[config.mk]
export PLATFORM = sky130hd
export DESIGN_NAME = sync_mem_stream_writer_flat
export DESIGN_NICKNAME = d
export VERILOG_FILES = /design/src/rtl/sync_mem_pkg.sv /design/src/rtl/sync_mem_stream_writer_if.sv /design/src/rtl/mem_addr_counter.sv /design/src/rtl/sync_mem_stream_writer.sv /design/src/flat_wrapper.sv
export SDC_FILE = /design/constraint.sdc
export NUM_CORES = 1
export LEC_CHECK = 0
export ABC_AREA = 1
export CORE_MARGIN = 2
export CORE_UTILIZATION = 50
export DETAILED_ROUTE_END_ITERATION = 16
export PLACE_DENSITY = 0.86
export SYNTH_ARGS = -nofsm -noshare
export SYNTH_HDL_FRONTEND = slang
export SYNTH_HIERARCHICAL = 1
export SYNTH_SLANG_ARGS = --single-unit
[constraint.sdc]
create_clock -name CLK -period 5.25 [get_ports CLK]
set_input_delay 1.3125 -clock CLK [delete_from_list [all_inputs] [get_ports CLK]]
set_output_delay 1.3125 -clock CLK [all_outputs]
set_load 0.005 [all_outputs]
[src/rtl/sync_mem_pkg.sv]
// Shared types and helpers for the synchronous-memory stream writer.
package sync_mem_pkg;

    typedef enum logic [1:0] {
        IDLE,
        STREAM,
        CLEAR
    } state_t;

    // Next address with wrap at depth-1; works for non-power-of-two depths.
    function automatic int unsigned wrap_inc(input int unsigned addr, input int unsigned depth);
        return (addr >= depth - 1) ? 0 : addr + 1;
    endfunction

    function automatic int unsigned clamp_len(input int unsigned len, input int unsigned depth);
        return (len > depth) ? depth : len;
    endfunction

endpackage

[src/rtl/sync_mem_stream_writer_if.sv]
// Command, stream and memory-write-port signals of the stream writer.
interface sync_mem_stream_writer_if #(
    parameter int unsigned WIDTH = 5,
    parameter int unsigned AW    = 2
);
    logic             START_WRITE;
    logic             START_CLEAR;
    logic [AW-1:0]    START_ADDR;
    logic [AW:0]      LEN;
    logic [WIDTH-1:0] FILL_VALUE;
    logic [WIDTH-1:0] IN_DATA;
    logic             IN_VALID;
    logic             IN_READY;
    logic [WIDTH-1:0] WDATA;
    logic [AW-1:0]    WADDR;
    logic             WEN;
    logic             BUSY;
    logic             DONE;

    modport master (
        output START_WRITE, START_CLEAR, START_ADDR, LEN, FILL_VALUE, IN_DATA, IN_VALID,
        input  IN_READY, WDATA, WADDR, WEN, BUSY, DONE
    );

    modport slave (
        input  START_WRITE, START_CLEAR, START_ADDR, LEN, FILL_VALUE, IN_DATA, IN_VALID,
        output IN_READY, WDATA, WADDR, WEN, BUSY, DONE
    );
endinterface

[src/rtl/mem_addr_counter.sv]
// Loadable, enableable counter: up-count wraps at DEPTH-1, down-count flags the last unit.
module mem_addr_counter
    import sync_mem_pkg::*;
#(
    parameter int unsigned W     = 2,
    parameter int unsigned DEPTH = 4,
    parameter bit          DOWN  = 1'b0
) (
    input  logic         clk,
    input  logic         rst_n,
    input  logic         load,
    input  logic [W-1:0] load_val,
    input  logic         en,
    output logic [W-1:0] count,
    output logic         tc
);
    logic [W-1:0] count_next;

    always_comb begin
        count_next = count - W'(1);
        if (!DOWN) begin
            count_next = W'(wrap_inc(32'(count), DEPTH));
        end
    end

    // Up: at the wrap point. Down: one unit left, so the enabled step is the final one.
    assign tc = DOWN ? (count == W'(1)) : (32'(count) == DEPTH - 1);

    always_ff @(posedge clk) begin
        if (!rst_n) begin
            count <= '0;
        end else if (load) begin
            count <= load_val;
        end else if (en) begin
            count <= count_next;
        end
    end
endmodule

[src/rtl/sync_mem_stream_writer.sv]
// Write-side controller: streams words to consecutive wrapping addresses or clears the array.
module sync_mem_stream_writer
    import sync_mem_pkg::*;
#(
    parameter int unsigned WIDTH = 5,
    parameter int unsigned DEPTH = 4,
    parameter int unsigned AW    = $clog2(DEPTH)
) (
    input logic                     CLK,
    input logic                     RESETN,
    sync_mem_stream_writer_if.slave bus
);
    state_t           state, next_state;
    logic [AW-1:0]    addr, addr_ld_val, start_addr_ok;
    logic [AW:0]      rem, rem_ld_val;
    logic             addr_tc, rem_tc;
    logic             cnt_load, cnt_en, wr, finish;
    logic [WIDTH-1:0] wr_data, fill_q;
    logic             unused_cnt;

    assign start_addr_ok = (32'(bus.START_ADDR) >= DEPTH) ? '0 : bus.START_ADDR;
    assign unused_cnt    = ^{addr_tc, rem};

    mem_addr_counter #(.W(AW), .DEPTH(DEPTH), .DOWN(1'b0)) u_addr (
        .clk(CLK), .rst_n(RESETN), .load(cnt_load), .load_val(addr_ld_val),
        .en(cnt_en), .count(addr), .tc(addr_tc)
    );

    mem_addr_counter #(.W(AW + 1), .DEPTH(DEPTH), .DOWN(1'b1)) u_rem (
        .clk(CLK), .rst_n(RESETN), .load(cnt_load), .load_val(rem_ld_val),
        .en(cnt_en), .count(rem), .tc(rem_tc)
    );

    always_comb begin
        next_state  = state;
        cnt_load    = 1'b0;
        cnt_en      = 1'b0;
        addr_ld_val = '0;
        rem_ld_val  = '0;
        wr          = 1'b0;
        wr_data     = bus.IN_DATA;
        finish      = 1'b0;
        case (state)
            IDLE: begin
                if (bus.START_CLEAR) begin
                    next_state = CLEAR;
                    cnt_load   = 1'b1;
                    rem_ld_val = (AW + 1)'(DEPTH);
                end else if (bus.START_WRITE) begin
                    if (bus.LEN == '0) begin
                        finish = 1'b1;
                    end else begin
                        next_state  = STREAM;
                        cnt_load    = 1'b1;
                        addr_ld_val = start_addr_ok;
                        rem_ld_val  = (AW + 1)'(clamp_len(32'(bus.LEN), DEPTH));
                    end
                end
            end
            STREAM: begin
                if (bus.IN_VALID) begin
                    wr     = 1'b1;
                    cnt_en = 1'b1;
                    if (rem_tc) begin
                        next_state = IDLE;
                        finish     = 1'b1;
                    end
                end
            end
            CLEAR: begin
                wr      = 1'b1;
                wr_data = fill_q;
                cnt_en  = 1'b1;
                if (rem_tc) begin
                    next_state = IDLE;
                    finish     = 1'b1;
                end
            end
            default: next_state = IDLE;
        endcase
    end

    always_ff @(posedge CLK) begin
        if (!RESETN) begin
            state <= IDLE;
        end else begin
            state <= next_state;
        end
    end

    // DONE and the final WEN come from the same edge that returns the FSM to IDLE.
    always_ff @(posedge CLK) begin
        if (!RESETN) begin
            bus.WEN   <= 1'b0;
            bus.DONE  <= 1'b0;
            bus.WADDR <= '0;
            bus.WDATA <= '0;
            fill_q    <= '0;
        end else begin
            bus.WEN  <= wr;
            bus.DONE <= finish;
            if (wr) begin
                bus.WADDR <= addr;
                bus.WDATA <= wr_data;
            end
            if (state == IDLE && bus.START_CLEAR) begin
                fill_q <= bus.FILL_VALUE;
            end
        end
    end

    assign bus.BUSY     = (state != IDLE);
    assign bus.IN_READY = (state == STREAM);
endmodule

[src/flat_wrapper.sv]
// flat-port wrapper written by rule: the top's interface ports become plain ports
module sync_mem_stream_writer_flat import sync_mem_pkg::*;
#(
    parameter int unsigned WIDTH = 5,
    parameter int unsigned DEPTH = 4,
    parameter int unsigned AW    = $clog2(DEPTH)
)
  (CLK, RESETN, bus_START_WRITE, bus_START_CLEAR, bus_START_ADDR, bus_LEN, bus_FILL_VALUE, bus_IN_DATA, bus_IN_VALID, bus_IN_READY, bus_WDATA, bus_WADDR, bus_WEN, bus_BUSY, bus_DONE);
  sync_mem_stream_writer_if #(.WIDTH(WIDTH), .AW(AW)) bus_i ();
  input logic CLK;
  input logic RESETN;
  input wire logic [$bits(bus_i.START_WRITE)-1:0] bus_START_WRITE;
  input wire logic [$bits(bus_i.START_CLEAR)-1:0] bus_START_CLEAR;
  input wire logic [$bits(bus_i.START_ADDR)-1:0] bus_START_ADDR;
  input wire logic [$bits(bus_i.LEN)-1:0] bus_LEN;
  input wire logic [$bits(bus_i.FILL_VALUE)-1:0] bus_FILL_VALUE;
  input wire logic [$bits(bus_i.IN_DATA)-1:0] bus_IN_DATA;
  input wire logic [$bits(bus_i.IN_VALID)-1:0] bus_IN_VALID;
  output wire logic [$bits(bus_i.IN_READY)-1:0] bus_IN_READY;
  output wire logic [$bits(bus_i.WDATA)-1:0] bus_WDATA;
  output wire logic [$bits(bus_i.WADDR)-1:0] bus_WADDR;
  output wire logic [$bits(bus_i.WEN)-1:0] bus_WEN;
  output wire logic [$bits(bus_i.BUSY)-1:0] bus_BUSY;
  output wire logic [$bits(bus_i.DONE)-1:0] bus_DONE;
  assign bus_i.START_WRITE = bus_START_WRITE;
  assign bus_i.START_CLEAR = bus_START_CLEAR;
  assign bus_i.START_ADDR = bus_START_ADDR;
  assign bus_i.LEN = bus_LEN;
  assign bus_i.FILL_VALUE = bus_FILL_VALUE;
  assign bus_i.IN_DATA = bus_IN_DATA;
  assign bus_i.IN_VALID = bus_IN_VALID;
  assign bus_IN_READY = bus_i.IN_READY;
  assign bus_WDATA = bus_i.WDATA;
  assign bus_WADDR = bus_i.WADDR;
  assign bus_WEN = bus_i.WEN;
  assign bus_BUSY = bus_i.BUSY;
  assign bus_DONE = bus_i.DONE;
  sync_mem_stream_writer #(.WIDTH(WIDTH), .DEPTH(DEPTH), .AW(AW)) u_core (.CLK(CLK), .RESETN(RESETN), .bus(bus_i));
endmodule
# == Yosys cells after proc, flatten, opt, wreduce, memory -nomap -nowiden ==
# Cells that the tools add are included.
# totals
ff_bits,21
input_bits,20
out_inout_bits,11
word_cells,57
# classes
addsub,2
n_lt_le_gt_ge,2
n_eq_ne,6
muxes,33
reduce_logical,6
# ops
op,n
2-bit two-way mux,12
3-bit two-way mux,7
1-bit two-way mux,10
"3-bit != test, second input constant",2
2-bit one-hot mux with 3 select lines,1
5-bit two-way mux,1
2-bit nonzero test,2
"3-bit by 1-bit == test with 1-bit output, second input constant",1
"3-bit greater-than comparator, second input constant",1
3-bit logical NOT,1
1-bit one-hot mux with 3 select lines,1
3-bit AND reduction,1
"3-bit by 1-bit subtractor with 3-bit output, second input constant",1
"2-bit by 1-bit adder with 2-bit output, second input constant",1
"2-bit by 1-bit == test with 1-bit output, second input constant",1
"2-bit == test, second input constant",1
"2-bit greater-or-equal comparator, second input constant",1
2-bit logical NOT,1
"2-bit != test, second input constant",1
1-bit one-hot mux with 2 select lines,1
1-bit logical AND,1

# == Depth between registers and ports, before layout ==
# depth
word_depth,7
depth_mapped,12
mapped_depth_nobuf,11

# == Cells and area by module ==
# Netlist, hierarchy kept.
# modules_own_cells
module,instances,cells_each,area_each_um2,seq_area_each_um2
sync_mem_stream_writer,1,108,822.0,320.3
mem_addr_counter (u_core.u_rem),1,30,190.2,60.1
mem_addr_counter (u_core.u_addr),1,20,122.6,40.0

# == Worst setup path before layout ==
# Ideal clock, no wire load.
# synth_timing
kind,input-to-reg
from,input bus_LEN[2]
to,register u_core.u_rem.count[1]
setup_time_ps,109
arrival_ps,2455
required_ps,5141
path_slack_ps,2686
path_stages,9
n_path_buf,0
path_cell_list,inv_1 > nand2_1 > nand2_1 > o21ai_0 > inv_1 > nand3b_1 > nand3_1 > nand2_1 > inv_1
# synth_via
word_cells_on_any_way,13
classes_between,1 x order compare; 10 x mux; 2 x reduce/logical
# synth_rtl
element,line_no,source
start: declaration,flat_wrapper.sv:15,input wire logic [$bits(bus_i.LEN)-1:0] bus_LEN;
3-bit logical NOT (*),sync_mem_stream_writer.sv:50,if (bus.LEN == '0) begin
1-bit two-way mux (*),sync_mem_stream_writer.sv:50,
1-bit two-way mux (*),sync_mem_stream_writer.sv:49,end else if (bus.START_WRITE) begin
1-bit two-way mux (*),sync_mem_stream_writer.sv:45,if (bus.START_CLEAR) begin
1-bit two-way mux (*),sync_mem_stream_writer.sv:43,case (state)
via u_core.cnt_load,sync_mem_stream_writer.sv:17,"logic cnt_load, cnt_en, wr, finish;"
3-bit two-way mux / 2-bit nonzero test (equally long branches),--,
end signal: assignment,mem_addr_counter.sv:33,count <= load_val;
end signal: assignment,mem_addr_counter.sv:35,count <= count_next;
end: declaration,mem_addr_counter.sv:14,"output logic [W-1:0] count,"
# The timed path passes the listed nets; every way through them passes the cells marked *.
# A chain may end at the register's enable or synchronous reset.

# == Final worst setup path ==
# layout_timing
from,input bus_LEN[2]
to,register u_core.u_rem.count[0]
# The elaborated chain is that of the path after synthesis.

==> results.txt <==
- Status: completed
- The critical path in this run is classified as primary input to flop.
- Setup violations remaining at the end of the flow were counted as 0.
- The number of nets handed over by synthesis was 185.
- CTS built an H-tree with a depth of 1.
- The region available for standard cell placement spans approximately 2200 um^2.
* Static Leak: 0.674 nW
- Top-level port count: 31
- Ratio of total power to cell area: roughly 330 nW/um^2
- The routed layout has 1074 vias.
* Period Utilization, post-route: about three fifths
- Clock-pin slew was measured on the worst setup and hold paths at 0.12 ns.
- Along the worst path, the maximum fanout reaches 9.
- In this run, synthesis produced a sequential element count of 21.
- Top post-synthesis cells by area: sky130_fd_sc_hd__dfxtp_1, sky130_fd_sc_hd__nor2_1, sky130_fd_sc_hd__nand2_1
* Vias per std cell: ~5
* Total Neg Setup Slack: 0 ns
- Weighted congestion reported at the end of routability-driven placement: slightly below 0.8
* Min cycle time layout: roughly 3.1 ns
- Once layout is complete, the cells apart from fillers number around 220.
- Of the synthesized area, sequential elements account for a little under two fifths.
- Leading register cell type out of synthesis: sky130_fd_sc_hd__dfxtp_1
- Setup repair after global routing left no endpoint under its margin.
- In this run, CTS created clock tree buffers numbering 3.
- Clock tree buffer depth: 2
* Horizontal extent of the die: between 50 and 60 um
* Clock sinks: 21
- The final-report hold violation count is 0.
- Worst voltage drop across the vdd grid: around 0.0002 V
- Setup slack closes at 2.16 ns.
- Clk_lat worst skew: between 0.2 and 0.3 ns
- Once the floorplan was initialized, standard cells occupied around 52% of the core.
- Of the cells placed in the final design, the portion with a size suffix greater than 1 is ~5.8%.
- In the post-synthesis netlist, the cell with the most instances is sky130_fd_sc_hd__nor2_1.
- Cts-stage hold buffer count: 0
- In this run the clock root is driven by a sky130_fd_sc_hd__clkbuf_4.
* Number of nets in the finished design: about 220
* Final Max Tran Viols: 0
- Max-slew headroom: about 41%
- Timing analysis after detailed placement gives a worst setup slack of around 1.9 ns.
* Count of mapped cells out of synthesis: 158
- Initial antenna violation count: 0
- Worst setup SP type: primary input
* Ant. Diodes: 0
* GR Overflow Total: 0
- The first global-routing pass estimated 4360 um of wire.
* Max Freq: about 320 MHz
* Asr flop ratio synth: 0%
* Count of flip-flops with a built-in enable after synthesis: 0
- Post-placement cell count: between 200 and 250
- Number of distinct library cell variants in the gate-level netlist after synthesis: 21
- During synthesis, Yosys emitted a total of 6 warnings.
* Worst hold-check path type: flop to flop
- Critical Path Sink Type: flop
- After synthesis, the largest area contributor takes up between 30 and 40% of total cell area.
- TritonCTS built the clock tree.
- After clock tree synthesis, the setup repair step added 0 buffers.
- Data on the critical path is required at its endpoint by between 5 and 6 ns.
* Number of standard-cell rows in the floorplan: 17
- The count of buffers added on input and output ports is 30.
- Synthesized area: between 1000 and 1500 um^2
- The die covers 2670 um^2.
* Total of fill cells in the finished design: approximately 200
* Number of maximum-capacitance violations: 0
- Top post-synthesis cells by count: sky130_fd_sc_hd__nor2_1, sky130_fd_sc_hd__nand2_1, sky130_fd_sc_hd__inv_1
- After detailed routing, the number of remaining DRC violations is 0.
- The completed layout was analyzed and its total power is 0.484 mW.
* Number of global-route vias before repair: ~1100
- Dominant cell type by area after synthesis: sky130_fd_sc_hd__dfxtp_1
- Wire length after detailed routing: approximately 2500 um
- Across every metal layer, demand over resource in global routing totals a little over a fifth.
- Routed wirelength normalized by instance count: 11.3 um
- Summed over all nets, the half-perimeter wirelength after detailed placement is around 1900 um.
- Post-Synthesis Mean Instance Area: 7.18 um^2
- Worst-margin pin slew: around 0.9 ns
* Drt pass-1 iters: 4
- From synthesis to final layout, the design area changed by 29.0%.
- Data on the critical path arrives at its endpoint at between 3 and 4 ns.
- Maximum number of pins on one net before global-route repair: 22
- Measured along the y axis, the die boundary spans just over 50 um.
- After the first detailed-routing iteration, the DRC count stood at 18.
* DRT antenna net count: 0
* Gates resized, CTS repair: 0
- Largest clock skew in the final design: ~0.0019 ns
## final cells by class
class / count / area [um^2] / area share (%)
Clock buffer: 3 / 22.5 / 1.54
Tap cell: 28 / 35.0 / 2.39
Sequential cell: 21 / 420 / 28.7
Timing Repair Buffer: 30 / 300 / 20.5
Multi-Input combinational cell: 109 / 587 / 40.1
Inverter: 25 / 93.8 / 6.41
Clock inverter: 1 / 5.00 / 0.342
## report_power, final
part	internal [mW]	leakage, nW	switching, mW
Clock	0.0283	0.0177	0.0481
Combinational	0.0915	0.484	0.112
Sequential	0.186	0.172	0.0184
Total	0.306	0.674	0.178
## registers in the layout, summed over array words and instances, names as in the netlist
name	count
u_core/bus.DONE	1
u_core/bus.WDATA	5
u_core/fill_q	5
u_core/bus.WADDR	2
u_core/u_addr/count	2
u_core/u_rem/count	3
u_core/bus.WEN	1
u_core/state	2
## layer usage
metal	global-route usage (%)	vias up	routed length, um
li1	-	558	-
met1	24.5	478	993
met2	40.2	36	1250
met3	3.74	2	195
met4	6.58	0	10
met5	0	-	0
## cells by family (layout without fill, tap and decap cells)
| family | after synthesis | in the layout | share of synthesized area (%) |
|---|---|---|---|
| buffers and inverters | 28 | 59 | 11.2 |
| flip-flops | 21 | 21 | 37.0 |
| multiplexers | 5 | 5 | 4.41 |
| AND/OR/NAND/NOR | 74 | 74 | 26.9 |
| adder cells (fa/ha/maj) | 7 | 7 | 7.72 |
| AO/OA/AOI/OAI | 23 | 23 | 12.7 |
## placed cells by master, fill, tap and decap left out
cell type / n
sky130_fd_sc_hd__clkbuf_4: 3
sky130_fd_sc_hd__nand3b_1: 1
sky130_fd_sc_hd__nor2_1: 31
sky130_fd_sc_hd__nor2_2: 1
sky130_fd_sc_hd__o21ai_1: 2
sky130_fd_sc_hd__a21oi_2: 2
sky130_fd_sc_hd__a21oi_1: 5
sky130_fd_sc_hd__nor3_1: 3
sky130_fd_sc_hd__o21ai_2: 2
sky130_fd_sc_hd__o21ai_0: 10
sky130_fd_sc_hd__inv_1: 25
sky130_fd_sc_hd__clkinv_2: 1
sky130_fd_sc_hd__nor2_4: 1
sky130_fd_sc_hd__mux2i_1: 5
sky130_fd_sc_hd__o31ai_1: 1
sky130_fd_sc_hd__ha_1: 7
sky130_fd_sc_hd__dfxtp_1: 21
sky130_fd_sc_hd__clkdlybuf4s50_1: 30
sky130_fd_sc_hd__nand2_1: 29
sky130_fd_sc_hd__nand3_1: 8
sky130_fd_sc_hd__a21oi_4: 1
## worst max-delay path, cell delays in order
cell                              delay, ns
sky130_fd_sc_hd__clkdlybuf4s50_1       0.51
sky130_fd_sc_hd__inv_1                 0.07
sky130_fd_sc_hd__nand2_1               0.08
sky130_fd_sc_hd__nand2_1               0.07
sky130_fd_sc_hd__o21ai_0               0.69
sky130_fd_sc_hd__inv_1                 0.20
sky130_fd_sc_hd__nand3_1               0.13
sky130_fd_sc_hd__nand3_1               0.09
sky130_fd_sc_hd__nand2_1               0.09
sky130_fd_sc_hd__inv_1                 0.06
## path summary, 6_finish.rpt
path / start / endpoint / slack (ns) / depth (start not counted)
setup / recovery: bus_LEN[2] / u_core/u_rem/count[0] / 2.16 / 10
hold / removal: u_core/fill_q[2] / u_core/fill_q[2] / 0.50 / 2
setup reg to reg: u_core/state[0] / u_core/u_rem/count[0] / 3.15 / 9
hold reg to reg: u_core/fill_q[2] / u_core/fill_q[2] / 0.50 / 2
## metrics by stage
step,util [%],area [um^2],hold WS (ns)
2_1_floorplan,-,1130,0.455
3_3_place_gp,66.2,1440,0.467
3_5_place_dp,66.2,1440,0.482
4_1_cts,67.5,1460,0.507
5_1_grt,67.5,1460,0.525
6_report,67.5,1460,0.504
Power figures use the tool's default switching activity.
